**config.mk**
```make
export PLATFORM = sky130hd
export DESIGN_NAME = uart_tx_arbiter
export DESIGN_NICKNAME = d
export VERILOG_FILES = /design/src/rtl/uart_pkg.sv /design/src/rtl/uart_tx_arbiter_rr_pick.sv /design/src/rtl/uart_tx_arbiter.sv
export SDC_FILE = /design/constraint.sdc
export NUM_CORES = 1
export LEC_CHECK = 0
export ABC_AREA = 0
export BUFFER_PORTS_ARGS = -buffer_cell sky130_fd_sc_hd__buf_2
export CAP_MARGIN = 15
export CORE_ASPECT_RATIO = 1.4
export CORE_UTILIZATION = 51
export DETAILED_ROUTE_END_ITERATION = 10
export GPL_ROUTABILITY_DRIVEN = 0
export PLACE_DENSITY_LB_ADDON = 0.15
export SKIP_CTS_REPAIR_TIMING = 1
export SLEW_MARGIN = 10
export SYNTH_ARGS = -nofsm -noshare
export SYNTH_HDL_FRONTEND = slang
export SYNTH_SLANG_ARGS = --single-unit
```
**constraint.sdc**
```tcl
create_clock -name CLK -period 3.2 [get_ports CLK]
set_input_delay 0.16 -clock CLK [delete_from_list [all_inputs] [get_ports CLK]]
set_output_delay 0.16 -clock CLK [all_outputs]
set_load 0.01 [all_outputs]
```
**src/rtl/uart_pkg.sv**
```systemverilog
// Shared types for the UART TX arbiter: FSM states and default-sized index/counter types.
package uart_pkg;

  localparam int N_DEF         = 4;
  localparam int SIZE_DEF      = 8;
  localparam int START_TMO_DEF = 4;

  localparam int IDX_W = $clog2(N_DEF);
  localparam int TMO_W = $clog2(START_TMO_DEF) + 1;

  typedef enum logic [1:0] {
    IDLE  = 2'd0,
    START = 2'd1,
    FRAME = 2'd2
  } state_e;

  typedef logic [IDX_W-1:0] idx_t;
  typedef logic [TMO_W-1:0] tmo_t;

endpackage

```
**src/rtl/uart_tx_arbiter_rr_pick.sv**
```systemverilog
// Rotating-priority search: first set req bit starting at ptr, wrapping past N-1 to 0.
module rr_pick #(
  parameter int N = 4
) (
  input  logic [N-1:0]         req,
  input  logic [$clog2(N)-1:0] ptr,
  output logic                 valid,
  output logic [$clog2(N)-1:0] idx
);

  localparam int IW = $clog2(N);
  localparam int PW = IW + 1;
  localparam logic [PW-1:0] NW = PW'(N);

  logic [PW-1:0] pos;

  // Scan from the farthest offset down so the nearest hit to ptr is the last one written.
  always_comb begin
    valid = 1'b0;
    idx   = '0;
    pos   = '0;
    for (int k = N - 1; k >= 0; k--) begin
      pos = {1'b0, ptr} + PW'(k);
      if (pos >= NW) pos = pos - NW;
      if (req[pos[IW-1:0]]) begin
        valid = 1'b1;
        idx   = pos[IW-1:0];
      end
    end
  end

endmodule

```
**src/rtl/uart_tx_arbiter.sv**
```systemverilog
// Round-robin scheduler sharing one UART TX serializer between N byte requesters,
// with a start watchdog that gives up if the serializer never reports busy.
module uart_tx_arbiter
  import uart_pkg::*;
#(
  parameter int N         = N_DEF,
  parameter int SIZE      = SIZE_DEF,
  parameter int START_TMO = START_TMO_DEF
) (
  input  logic            CLK,
  input  logic            RST_N,
  input  logic [N-1:0]    REQ,
  input  logic [N*SIZE-1:0] DATA,
  output logic [N-1:0]    GNT,
  output logic [N-1:0]    DONE,
  output logic            ERR,
  output logic            BUSY,
  output logic [SIZE-1:0] TXDATA,
  output logic            TX_RQ,
  input  logic            TX_BUSY
);

  localparam int IW = $clog2(N);
  localparam int TW = $clog2(START_TMO) + 1;
  localparam logic [IW-1:0] LAST     = IW'(N - 1);
  localparam logic [TW-1:0] TMO_LAST = TW'(START_TMO - 1);

  state_e          state, state_nx;
  logic [IW-1:0]   ptr, ptr_nx, cur, cur_nx;
  logic [TW-1:0]   tmo, tmo_nx;
  logic [SIZE-1:0] txdata_nx;
  logic            tx_rq_nx, err_nx;
  logic [N-1:0]    gnt_nx, done_nx;
  logic            pick_valid;
  logic [IW-1:0]   pick_idx;

  rr_pick #(.N(N)) u_pick (
    .req   (REQ),
    .ptr   (ptr),
    .valid (pick_valid),
    .idx   (pick_idx)
  );

  always_comb begin
    state_nx  = state;
    ptr_nx    = ptr;
    cur_nx    = cur;
    tmo_nx    = tmo;
    txdata_nx = TXDATA;
    tx_rq_nx  = TX_RQ;
    gnt_nx    = '0;
    done_nx   = '0;
    err_nx    = 1'b0;
    case (state)
      IDLE: begin
        if (!TX_BUSY && pick_valid) begin
          txdata_nx        = DATA[pick_idx*SIZE +: SIZE];
          tx_rq_nx         = 1'b1;
          gnt_nx[pick_idx] = 1'b1;
          cur_nx           = pick_idx;
          ptr_nx           = (pick_idx == LAST) ? '0 : pick_idx + 1'b1;
          tmo_nx           = '0;
          state_nx         = START;
        end
      end
      START: begin
        // Drop the request on the first busy sample so the serializer cannot restart.
        if (TX_BUSY) begin
          tx_rq_nx = 1'b0;
          state_nx = FRAME;
        end else if (tmo == TMO_LAST) begin
          tx_rq_nx = 1'b0;
          err_nx   = 1'b1;
          state_nx = IDLE;
        end else begin
          tmo_nx = tmo + 1'b1;
        end
      end
      FRAME: begin
        if (!TX_BUSY) begin
          done_nx[cur] = 1'b1;
          state_nx     = IDLE;
        end
      end
      default: state_nx = IDLE;
    endcase
  end

  always_ff @(posedge CLK or negedge RST_N) begin
    if (!RST_N) begin
      state  <= IDLE;
      ptr    <= '0;
      cur    <= '0;
      tmo    <= '0;
      TXDATA <= '0;
      TX_RQ  <= 1'b0;
      GNT    <= '0;
      DONE   <= '0;
      ERR    <= 1'b0;
      BUSY   <= 1'b0;
    end else begin
      state  <= state_nx;
      ptr    <= ptr_nx;
      cur    <= cur_nx;
      tmo    <= tmo_nx;
      TXDATA <= txdata_nx;
      TX_RQ  <= tx_rq_nx;
      GNT    <= gnt_nx;
      DONE   <= done_nx;
      ERR    <= err_nx;
      BUSY   <= (state_nx != IDLE);
    end
  end

endmodule

```
### After elaboration in Yosys (flattened, before gate mapping)

Index checks and enable logic that the tools add are counted.

* add/subtract/negate cells: 9
* $mul: 0
* divide/modulo/power cells: 0
* order comparisons: 12
* equality and inequality tests: 8
* shift-type cells: 1
* mux-type cells: 45
* bitwise gates (word level): 0
* reductions and logical operators: 10

Operator list (count)
* 32-bit by 6-bit variable part select with 8-bit output: 1
* 2-bit 2-to-1 mux: 13
* 2-bit by 3-bit less-than comparator with 1-bit output, second input constant: 6
* 1-bit 2-to-1 mux: 16
* 4-bit 2-to-1 mux: 4
* 3-bit >= comparator, second input constant: 3
* 3-bit 2-to-1 mux: 3
* 1-bit binary-select mux with 2-bit select: 4
* 2-bit by 1-bit subtractor with 2-bit output, second input constant: 4
* 2-bit by 2-bit adder with 3-bit output, second input constant: 2
* 2-bit != test, second input constant: 3
* 2-bit case mux with 3 select lines: 1
* 3-bit case mux with 2 select lines: 1
* 1-bit demux with 2-bit select: 2
* 2-bit equality test, second input constant: 2
* 2-bit by 1-bit >= comparator with 1-bit output, second input constant: 2
* 4-bit AND reduction: 1
* 2-bit nonzero test: 2
* 2-bit by 1-bit adder with 3-bit output, second input constant: 1
* 3-bit by 1-bit adder with 3-bit output, second input constant: 1
* 3-bit by 2-bit equality test with 1-bit output, second input constant: 1
* 2-bit by 3-bit >= comparator with 1-bit output, second input constant: 1
* 1-bit logical AND: 3
* 3-bit != test, second input constant: 1
* 7 further kinds: 7

* bits in registers: 28
* bits in latches: 0
* bits in writable memories: 0
* ROM bits: 0
* bits of input ports: 39
* memories kept: 0

### Logic depth before layout (Yosys ltp)

Gate-level depths: netlist of the first run.

* word-level depth: 15
* gate-level depth with buffers: 8

### Hierarchy

From an unflattened synthesis of the first run, not the netlist that was laid out.

* cell total of the unflattened synthesis: 109
* area, all modules: 1491.4 µm²

By module, submodules not included
* uart_tx_arbiter: times used 1, cells an instance 96, area each 1413.9 µm²
* rr_pick: times used 1, cells an instance 13, area each 77.6 µm²

### Worst setup path after synthesis of the first run

OpenSTA, ideal clock, no wires.

* kind: reg2reg
* from: reg ptr[1]
* to: reg ptr[0]
* arrival time: 1.613 ns
* required time: 3.105 ns
* setup slack: 1.491 ns
* stages on the path, launching flop included: 8
* path buffers: 1
* period minus slack after synthesis: 1.709 ns
* cells stage by stage: dfrtp_1 > nand2b_1 > o2bb2ai_1 > o22ai_1 > clkbuf_1 > inv_1 > ha_1 > o31ai_1

* longest elaborated chain between the ends: 11
* elaborated cells on any way between the ends: 36
* those cells by class: add/sub (8); order compare (4); eq/ne (1); mux (21); reduce/logical (2)

RTL lines
* from (decl): line uart_tx_arbiter.sv:29 `logic [IW-1:0] ptr, ptr_nx, cur, cur_nx;`
* from (signal assigned): line uart_tx_arbiter.sv:103 `ptr <= ptr_nx;`
* 2-bit by 2-bit adder with 3-bit output: line uart_tx_arbiter_rr_pick.sv:23 `pos = {1'b0, ptr} + PW'(k);`
* 3-bit >= comparator / 2-bit by 1-bit subtractor with 2-bit output (equally long branches): line uart_tx_arbiter_rr_pick.sv:24 `if (pos >= NW) pos = pos - NW;`
* 2-bit 2-to-1 mux: line uart_tx_arbiter_rr_pick.sv:24
* 1-bit binary-select mux with 2-bit select: line uart_tx_arbiter_rr_pick.sv:25 `if (req[pos[IW-1:0]]) begin`
* 1-bit 2-to-1 mux (implied by the code): line uart_tx_arbiter_rr_pick.sv:25
* 2-bit 2-to-1 mux (3 in a row): line uart_tx_arbiter_rr_pick.sv:25
* 2-bit 2-to-1 mux *: line uart_tx_arbiter_rr_pick.sv:25
* via pick_idx[1]: line uart_tx_arbiter.sv:35 `logic [IW-1:0] pick_idx;`
* 2-bit equality test *: line uart_tx_arbiter.sv:61 `ptr_nx = (pick_idx == LAST) ? '0 : pick_idx + 1'b1;`
* 2-bit 2-to-1 mux *: line uart_tx_arbiter.sv:61

Mark *: on every way through the listed nets, which the timed path passes. The rest lies on a longest branch. The select of a mux whose other input is x is not followed.
A chain may end at the register's enable or synchronous reset.

### Worst setup path in the final report of the first run

* from: reg ptr[1]
* to: reg TXDATA[7]

* elaborated cells on any way between the ends: 34
* those cells by class: add/sub (7); order compare (4); shift (1); mux (20); reduce/logical (2)

RTL lines
* 2-bit by 2-bit adder with 3-bit output: line uart_tx_arbiter_rr_pick.sv:23
* 3-bit >= comparator / 2-bit by 1-bit subtractor with 2-bit output (equally long branches): line uart_tx_arbiter_rr_pick.sv:24
* 2-bit 2-to-1 mux: line uart_tx_arbiter_rr_pick.sv:24
* 1-bit binary-select mux with 2-bit select: line uart_tx_arbiter_rr_pick.sv:25
* 1-bit 2-to-1 mux (implied by the code): line uart_tx_arbiter_rr_pick.sv:25
* 2-bit 2-to-1 mux (3 in a row): line uart_tx_arbiter_rr_pick.sv:25
* 2-bit 2-to-1 mux *: line uart_tx_arbiter_rr_pick.sv:25
* via pick_idx[0]: line uart_tx_arbiter.sv:35
* 32-bit by 6-bit variable part select with 8-bit output *: line uart_tx_arbiter.sv:57 `txdata_nx = DATA[pick_idx*SIZE +: SIZE];`
* to (signal assigned): line uart_tx_arbiter.sv:106 `TXDATA <= txdata_nx;`
* to (decl): line uart_tx_arbiter.sv:18 `output logic [SIZE-1:0] TXDATA,`

Marked as above.

==> metrics.txt, run 1 <==
# TYPE chip_impl_metric gauge
chip_impl_metric{name="clock_path_buffers",unit=""} 2
chip_impl_info{name="rsz0062_at_grt",value="no"} 1
chip_impl_metric{name="power-per-cell-area",unit="mW/mm2"} 761
chip_impl_metric{name="number_of_enable_flip_flop_cells_after_synthesis",unit=""} 0
chip_impl_info{name="status",value="complete, no violations"} 1
chip_impl_info{name="cts_tree",value="done"} 1
chip_impl_metric{name="die_w",unit="um"} 47.1
chip_impl_metric{name="detailedPlacementHpwl",unit="um"} 2420
chip_impl_metric{name="inserted_clock_buffers",unit=""} 3
chip_impl_metric{name="netlist_area",unit="mm2"} 0.00145
chip_impl_metric{name="yosysSeqAreaShare",unit=""} 0.482
chip_impl_metric{name="setup-violations-final",unit=""} 0
chip_impl_metric{name="grt_pass1_vias",unit=""} 1379
chip_impl_metric{name="viasPerCell",unit=""} 5.52
chip_impl_metric{name="worstPathMaxFanout",unit=""} 11
chip_impl_metric{name="pre_cts_setup_slack",unit="ps"} 1320
chip_impl_metric{name="io_pins",unit=""} 58
chip_impl_info{name="synthFlopType",value="sky130_fd_sc_hd__dfrtp_1"} 1
chip_impl_info{name="setup.worst_path.class",value="flip-flop to flip-flop"} 1
chip_impl_metric{name="grt_overflow_total",unit=""} 0
chip_impl_metric{name="totalPowerFinal",unit="mW"} 1.39
chip_impl_metric{name="cts.htree.levels",unit=""} 1
chip_impl_metric{name="max_slew.worst_pin.slew",unit="ps"} 723
chip_impl_metric{name="seqPwrFrac",unit=""} 0.403
chip_impl_metric{name="power_leakage",unit="nW"} 0.940
chip_impl_metric{name="vdd.ir_drop.worst",unit="mV"} 0.381
chip_impl_metric{name="timing.slew.headroom",unit=""} 0.518
chip_impl_info{name="dr.max_layer_used",value="met4"} 1
chip_impl_metric{name="buffer_ports.inserted",unit=""} 57
chip_impl_metric{name="power.share.switching",unit=""} 0.389
chip_impl_metric{name="syn-mean-instance-area",unit="um2"} 10.1
chip_impl_metric{name="p_clk_frac",unit=""} 0.169
chip_impl_metric{name="nets",unit=""} 249
chip_impl_info{name="worstSetupEndpointType",value="flip-flop"} 1
chip_impl_metric{name="drive_above_1_share",unit=""} 0.335
chip_impl_metric{name="totalWireLength",unit="um"} 3310
chip_impl_metric{name="grt.total_usage",unit=""} 0.254
chip_impl_metric{name="timing.critical_path.arrival",unit="ps"} 2100
chip_impl_metric{name="number_of_instances_in_the_synthesized_netlist",unit=""} 144
chip_impl_metric{name="netSwitchingPower",unit="mW"} 0.542
chip_impl_metric{name="core",unit="mm2"} 0.00267
chip_impl_metric{name="met2_wirelength",unit="um"} 1790
chip_impl_metric{name="dieHeight",unit="um"} 65.2
chip_impl_metric{name="cell_internal_power_dissipation",unit="mW"} 0.851
chip_impl_metric{name="drt_drc_violations_left",unit=""} 0
chip_impl_metric{name="route.antenna.remaining_nets",unit=""} 0
chip_impl_metric{name="totalNegativeSetupSlack",unit="ps"} 0
chip_impl_metric{name="first_pass_iters",unit=""} 4
chip_impl_metric{name="met3RoutedLength",unit="um"} 138
chip_impl_metric{name="cp_data_required_time",unit="ps"} 3420
chip_impl_metric{name="clock_skew",unit="ps"} 2.67
chip_impl_metric{name="final_core_util",unit=""} 0.685
chip_impl_metric{name="postSynth.asyncResetShare",unit=""} 1.00
chip_impl_metric{name="yosysWarningCount",unit=""} 0
chip_impl_metric{name="antenna_found_initial",unit=""} 0
chip_impl_metric{name="maxClockFrequency",unit="MHz"} 531
chip_impl_metric{name="initial_core_util",unit=""} 0.545
chip_impl_metric{name="power_frac_comb",unit=""} 0.429
chip_impl_metric{name="detail_route.wirelength.met1",unit="um"} 1320
chip_impl_metric{name="detailedRoute.firstIterationViolations",unit=""} 35
chip_impl_info{name="root_buffer",value="sky130_fd_sc_hd__clkbuf_4"} 1
chip_impl_metric{name="postSynthNetCount",unit=""} 189
chip_impl_metric{name="synth_cell_type_count",unit=""} 36
chip_impl_metric{name="post_drt_wl_per_cell",unit="um"} 13.8
chip_impl_metric{name="fill_cells",unit=""} 235
chip_impl_metric{name="final-max-slew-violation-count",unit=""} 0
chip_impl_metric{name="grt_start_max_net_pins",unit=""} 29
chip_impl_metric{name="cts_num_sinks",unit=""} 28
chip_impl_info{name="post-synth-top-area-cell",value="sky130_fd_sc_hd__dfrtp_1"} 1
chip_impl_info{name="worstSetupStartpointType",value="flip-flop"} 1
chip_impl_metric{name="post_synth_top_area_share",unit=""} 0.482
chip_impl_metric{name="timing.final.crit_share",unit=""} 0.588
chip_impl_metric{name="number_of_rows_created_at_floorplan",unit=""} 22
chip_impl_info{name="min_path_type",value="input port to flip-flop"} 1
chip_impl_info{name="dominant_cells_by_area_after_synthesis",value="sky130_fd_sc_hd__dfrtp_1 48%, sky130_fd_sc_hd__mux2i_1 5.5%, sky130_fd_sc_hd__ha_1 5.2%"} 1
chip_impl_metric{name="ys_seq_elements",unit=""} 28
chip_impl_metric{name="total_count_of_hold_check_failures_in_the_final_report",unit=""} 0
chip_impl_metric{name="cts.reportedPaths.clkPinSlew",unit="ps"} 150
chip_impl_metric{name="period_minus_slack",unit="ps"} 1880
chip_impl_metric{name="antenna_cells",unit=""} 0
chip_impl_metric{name="dieArea",unit="mm2"} 0.00307
chip_impl_metric{name="first_pass_grt_wire_length",unit="um"} 5640
chip_impl_metric{name="area_growth",unit="%"} 25.8
chip_impl_metric{name="num_vias",unit=""} 1319
chip_impl_metric{name="cap_violations",unit=""} 0
chip_impl_metric{name="worst_slack",unit="ps"} 1320
chip_impl_metric{name="clock_latency_on_the_worst_skew_pair",unit="ps"} 330
## state kept, by name, summed over array words and instances, names as in the netlist
| name | flops |
|---|---|
| GNT | 4 |
| DONE | 4 |
| cur | 2 |
| TX_RQ | 1 |
| state | 2 |
| ptr | 2 |
| ERR | 1 |
| TXDATA | 8 |
| BUSY | 1 |
| tmo | 3 |
## cells in the mapped netlist, types with 2 or more instances
library cell	count
sky130_fd_sc_hd__dfrtp_1	28
sky130_fd_sc_hd__o21ai_0	10
sky130_fd_sc_hd__inv_1	4
sky130_fd_sc_hd__o211ai_1	8
sky130_fd_sc_hd__nor3b_1	2
sky130_fd_sc_hd__mux2i_1	8
sky130_fd_sc_hd__and2_1	4
sky130_fd_sc_hd__nor3_1	3
sky130_fd_sc_hd__ha_1	6
sky130_fd_sc_hd__nand2_1	20
sky130_fd_sc_hd__or3_1	2
sky130_fd_sc_hd__o22ai_1	2
sky130_fd_sc_hd__a211o_1	8
sky130_fd_sc_hd__o21ai_1	2
sky130_fd_sc_hd__buf_2	2
sky130_fd_sc_hd__nand2b_1	5
sky130_fd_sc_hd__nor2_1	4
sky130_fd_sc_hd__nand3_1	8
## path summary, 6_finish.rpt
kind,slack [ps],depth (start not counted),start,endpoint
worst min-delay path,90,2,TX_BUSY,ERR
worst max register to register,1320,6,ptr[1],TXDATA[7]
worst min register to register,500,1,cur[0],DONE[2]
max in group asynchronous,2460,2,RST_N,state[0]
min in group asynchronous,340,2,RST_N,tmo[2]
worst max-delay path,1320,6,ptr[1],TXDATA[7]
## power by group through the flow
stage | Sequential [mW] | Combinational, mW | Clock [mW]
after floorplan | 0.587 | 0.385 | 0
after global placement | 0.561 | 0.581 | 0
after detailed placement | 0.565 | 0.602 | 0
after CTS | 0.560 | 0.603 | 0.236
after global routing | 0.576 | 0.680 | 0.251
final | 0.561 | 0.597 | 0.235
## cell type report
cell class,instances,area (um2),area share
inverters,5,18.8,0.0103
clock buffers,3,22.5,0.0123
flip-flops and latches,28,701,0.383
clock inverters,1,30.0,0.0164
well taps,36,45.0,0.0246
repair buffers,59,303,0.166
multi-input cells,107,709,0.388
## cells by family (layout without fill, tap and decap cells)
group | after synthesis | after routing | synth area share
DFF | 28 | 28 | 0.482
muxes | 8 | 8 | 0.0551
and+or+nand+nor | 54 | 54 | 0.190
AOI/OAI and AO/OA | 39 | 39 | 0.191
adders and majority gates | 6 | 6 | 0.0516
buffers and inverters | 9 | 68 | 0.0301
## stage by stage
| stage | area [um2] | instances | hold WS [ps] |
|---|---|---|---|
| after detailed placement | 1770 | 234 | 209 |
| after global routing | 1830 | 239 | 86.2 |
| after global placement | 1770 | 234 | 200 |
| after floorplan | 1450 | 144 | -136 |
| after CTS | 1820 | 238 | -160 |
| final | 1830 | 239 | 85.8 |
## worst max-delay path, cell delays in order (launching register included)
cell and delay, ps:
sky130_fd_sc_hd__dfrtp_1 460, sky130_fd_sc_hd__nand2b_1 210, sky130_fd_sc_hd__a21oi_2 380, sky130_fd_sc_hd__nor2_2 110, sky130_fd_sc_hd__inv_2 250, sky130_fd_sc_hd__mux2i_1 260, sky130_fd_sc_hd__o211ai_1 100
## layer usage
metal | track usage | vias to the layer above
met3 | 0.0357 | 6
li1 | - | 641
met4 | 0.111 | 0
met2 | 0.455 | 56
met1 | 0.281 | 616
met5 | 0 | -
## cells in the final DEF (no fill, tap or decap), types with 2 or more instances in the layout
cell type / count
sky130_fd_sc_hd__buf_2: 57
sky130_fd_sc_hd__dfrtp_1: 28
sky130_fd_sc_hd__nand2_1: 20
sky130_fd_sc_hd__o21ai_0: 10
sky130_fd_sc_hd__mux2i_1: 8
sky130_fd_sc_hd__nand3_1: 8
sky130_fd_sc_hd__a211o_1: 8
sky130_fd_sc_hd__o211ai_1: 8
sky130_fd_sc_hd__ha_1: 6
sky130_fd_sc_hd__nand2b_1: 5
sky130_fd_sc_hd__nor2_1: 4
sky130_fd_sc_hd__inv_1: 4
sky130_fd_sc_hd__and2_1: 4
sky130_fd_sc_hd__nor3_1: 3
sky130_fd_sc_hd__clkbuf_4: 3
sky130_fd_sc_hd__o22ai_1: 2
sky130_fd_sc_hd__nor3b_1: 2
sky130_fd_sc_hd__or3_1: 2
sky130_fd_sc_hd__o21ai_1: 2
Note: power is estimated with default switching activity, not from simulation.
==> inputs of run 2 (changes only) <==
- CORE_UTILIZATION: 51 -> 43
- clock period: 3.2 -> 1.51 ns (I/O delays scaled with it)
==> run 2 against run 1 <==
Against the previous run:
- the flow now finishes with violations (setup timing)
- sequential share of layout area decreased by 4.5 points
- global-route usage decreased by 3.4 points
- clock power increased to 2.5 times the previous value
- worst setup slack got worse by 1400 ps
- hold slack about the same
==> metrics.txt, run 2 (synthesis gave the netlist of run 1 again) <==
# TYPE chip_impl_metric gauge
chip_impl_metric{name="power.share.switching",unit=""} 0.371
chip_impl_metric{name="antenna_found_initial",unit=""} 0
chip_impl_metric{name="grt_pass1_vias",unit=""} 1388
chip_impl_metric{name="totalWireLength",unit="um"} 3580
chip_impl_metric{name="antenna_cells",unit=""} 0
chip_impl_info{name="rsz0062_at_grt",value="yes"} 1
chip_impl_info{name="status",value="finished, violations left"} 1
chip_impl_metric{name="largest_register_ffs",unit=""} 8
chip_impl_metric{name="grt_overflow_total",unit=""} 0
chip_impl_metric{name="pre_cts_setup_slack",unit="ps"} -101
chip_impl_metric{name="seqPwrFrac",unit=""} 0.336
chip_impl_metric{name="p_clk_frac",unit=""} 0.170
chip_impl_info{name="worstSetupStartpointType",value="flip-flop"} 1
chip_impl_metric{name="timing.final.crit_share",unit=""} 1.05
chip_impl_info{name="register_ranked_first_by_flip_flop_count",value="TXDATA"} 1
chip_impl_metric{name="clock_skew",unit="ps"} 4.90
chip_impl_metric{name="vdd.ir_drop.worst",unit="mV"} 0.954
chip_impl_metric{name="core",unit="mm2"} 0.00318
chip_impl_info{name="violations",value="setup timing"} 1
chip_impl_metric{name="drive_above_1_share",unit=""} 0.436
chip_impl_metric{name="cts.reportedPaths.clkPinSlew",unit="ps"} 100
chip_impl_metric{name="detailedRoute.firstIterationViolations",unit=""} 26
chip_impl_metric{name="post_drt_wl_per_cell",unit="um"} 13.8
chip_impl_metric{name="number_of_rows_created_at_floorplan",unit=""} 24
chip_impl_metric{name="first_pass_grt_wire_length",unit="um"} 6090
chip_impl_metric{name="final-instance-count-excl-fill",unit=""} 259
chip_impl_metric{name="drt_drc_violations_left",unit=""} 0
chip_impl_metric{name="worst_slack",unit="ps"} -72.0
chip_impl_info{name="worst_hold_startpoint",value="TX_BUSY"} 1
chip_impl_metric{name="cp_data_required_time",unit="ps"} 1730
chip_impl_metric{name="power-per-cell-area",unit="mW/mm2"} 1680
chip_impl_metric{name="reg2reg_setup_slack",unit="ps"} -70
chip_impl_metric{name="worst_hold_path.num_cells",unit=""} 2
chip_impl_metric{name="cts.htree.levels",unit=""} 1
chip_impl_metric{name="nets",unit=""} 266
chip_impl_metric{name="maxClockFrequency",unit="MHz"} 632
chip_impl_metric{name="viasPerCell",unit=""} 5.38
chip_impl_metric{name="cts_num_sinks",unit=""} 28
chip_impl_metric{name="timing.slew.headroom",unit=""} 0.583
chip_impl_metric{name="totalNegativeSetupSlack",unit="ps"} -573
chip_impl_metric{name="die_w",unit="um"} 51.1
chip_impl_metric{name="clock_path_buffers",unit=""} 2
chip_impl_info{name="cts_tree",value="done"} 1
chip_impl_info{name="worstSetupEndpointType",value="flip-flop"} 1
chip_impl_metric{name="clock_latency_on_the_worst_skew_pair",unit="ps"} 270
chip_impl_info{name="biggestRegsByFlops",value="TXDATA: 8 flops, DONE: 4 flops, GNT: 4 flops"} 1
chip_impl_metric{name="area_growth",unit="%"} 42.8
chip_impl_metric{name="route.antenna.remaining_nets",unit=""} 0
chip_impl_metric{name="power_frac_comb",unit=""} 0.495
chip_impl_metric{name="setup-violations-final",unit=""} 12
chip_impl_metric{name="cap_violations",unit=""} 0
chip_impl_metric{name="max_slew.worst_pin.slew",unit="ps"} 625
chip_impl_info{name="min_path_type",value="input port to flip-flop"} 1
chip_impl_metric{name="total_count_of_hold_check_failures_in_the_final_report",unit=""} 0
chip_impl_metric{name="initial_core_util",unit=""} 0.457
chip_impl_metric{name="first_pass_iters",unit=""} 4
chip_impl_metric{name="place.detailed.instances",unit=""} 251
chip_impl_metric{name="dieArea",unit="mm2"} 0.00362
chip_impl_metric{name="power_leakage",unit="nW"} 1.05
chip_impl_metric{name="num_vias",unit=""} 1393
chip_impl_metric{name="grt_start_max_net_pins",unit=""} 29
chip_impl_metric{name="buffer_ports.inserted",unit=""} 57
chip_impl_metric{name="cell_internal_power_dissipation",unit="mW"} 2.19
chip_impl_metric{name="worstPathMaxFanout",unit=""} 5
chip_impl_metric{name="netSwitchingPower",unit="mW"} 1.29
chip_impl_metric{name="timing.critical_path.arrival",unit="ps"} 1800
chip_impl_metric{name="design_area",unit="mm2"} 0.00208
chip_impl_metric{name="final-max-slew-violation-count",unit=""} 0
chip_impl_metric{name="detailedPlacementHpwl",unit="um"} 2690
chip_impl_metric{name="grt.total_usage",unit=""} 0.220
chip_impl_info{name="setup.worst_path.class",value="flip-flop to flip-flop"} 1
chip_impl_info{name="r2r-start",value="ptr[1]"} 1
chip_impl_metric{name="totalPowerFinal",unit="mW"} 3.48
chip_impl_metric{name="dieHeight",unit="um"} 70.8
chip_impl_metric{name="io_pins",unit=""} 58
chip_impl_info{name="final_cell_mix",value="57 x sky130_fd_sc_hd__buf_2, 27 x sky130_fd_sc_hd__dfrtp_1, 19 x sky130_fd_sc_hd__nand2_1"} 1
chip_impl_info{name="hold-path-endpoint",value="ERR"} 1
chip_impl_info{name="most_common_cell_after_layout_fill_and_taps_aside",value="sky130_fd_sc_hd__buf_2"} 1
chip_impl_info{name="regToRegEndpoint",value="GNT[1]"} 1
chip_impl_metric{name="period_minus_slack",unit="ps"} 1580
chip_impl_metric{name="r2r_cells",unit=""} 7
chip_impl_info{name="root_buffer",value="sky130_fd_sc_hd__clkbuf_8"} 1
chip_impl_metric{name="dpl-instance-area",unit="mm2"} 0.00190
chip_impl_metric{name="inserted_clock_buffers",unit=""} 3
## run 2: cell types whose count changed in the layout (fill, tap and decap cells not counted), sizes merged
cell / change
buf: +17
## run 2: worst max-delay path by stage
stage | start | endpoint | slack (ps) | cells past startpoint
6_report | ptr[1] | GNT[1] | -70 | 7
5_1_grt | ptr[1] | TXDATA[4] | -140 | 6
4_1_cts | ptr[1] | TXDATA[4] | -130 | 5
3_5_place_dp | ptr[0] | TXDATA[4] | -100 | 6
3_3_place_gp | ptr[0] | GNT[2] | -60 | 6
2_1_floorplan | state[1] | TXDATA[0] | -20 | 5
## run 2: layout make-up
type	instances	area (um2)
fillers	273	1110
multi-input cells	107	779
flip-flops and latches	28	702
repair buffers	76	450
well taps	39	48.8
clock buffers	3	41.3
clock inverters	1	30.0
inverters	5	23.8
## run 2: power groups by stage
stage	clock [mW]	sequential, mW	combinational, mW
floorplan	0	1.25	0.855
global placement	0	1.16	1.51
detailed placement	0	1.18	1.57
CTS	0.604	1.17	1.57
global route	0.638	1.21	1.90
finish	0.591	1.17	1.72
## run 2: per-layer routing
layer  track usage  vias up  routed length, um  part of all wire
met5             0        -                  0                 0
met3        0.0452        2                238             0.067
li1              -      681                  -                 -
met1         0.248      651               1330              0.37
met4        0.0556        0                 20            0.0056
met2         0.408       59               1990              0.56
## run 2: per-stage QoR
step | hold slack, ps | utilization
final | 85.8 | 0.652
after global routing | 84.7 | 0.652
after CTS | -166 | 0.620
after detailed placement | 140 | 0.598
after global placement | 117 | 0.598
after floorplan | -220 | -
## run 2: worst max-delay path, cell delays in order, from the launching register on
cell	delay (ps)
sky130_fd_sc_hd__dfrtp_1	430
sky130_fd_sc_hd__and3b_2	250
sky130_fd_sc_hd__a31o_4	240
sky130_fd_sc_hd__nor2_4	150
sky130_fd_sc_hd__buf_4	140
sky130_fd_sc_hd__buf_6	90
sky130_fd_sc_hd__ha_4	100
sky130_fd_sc_hd__and2_4	130
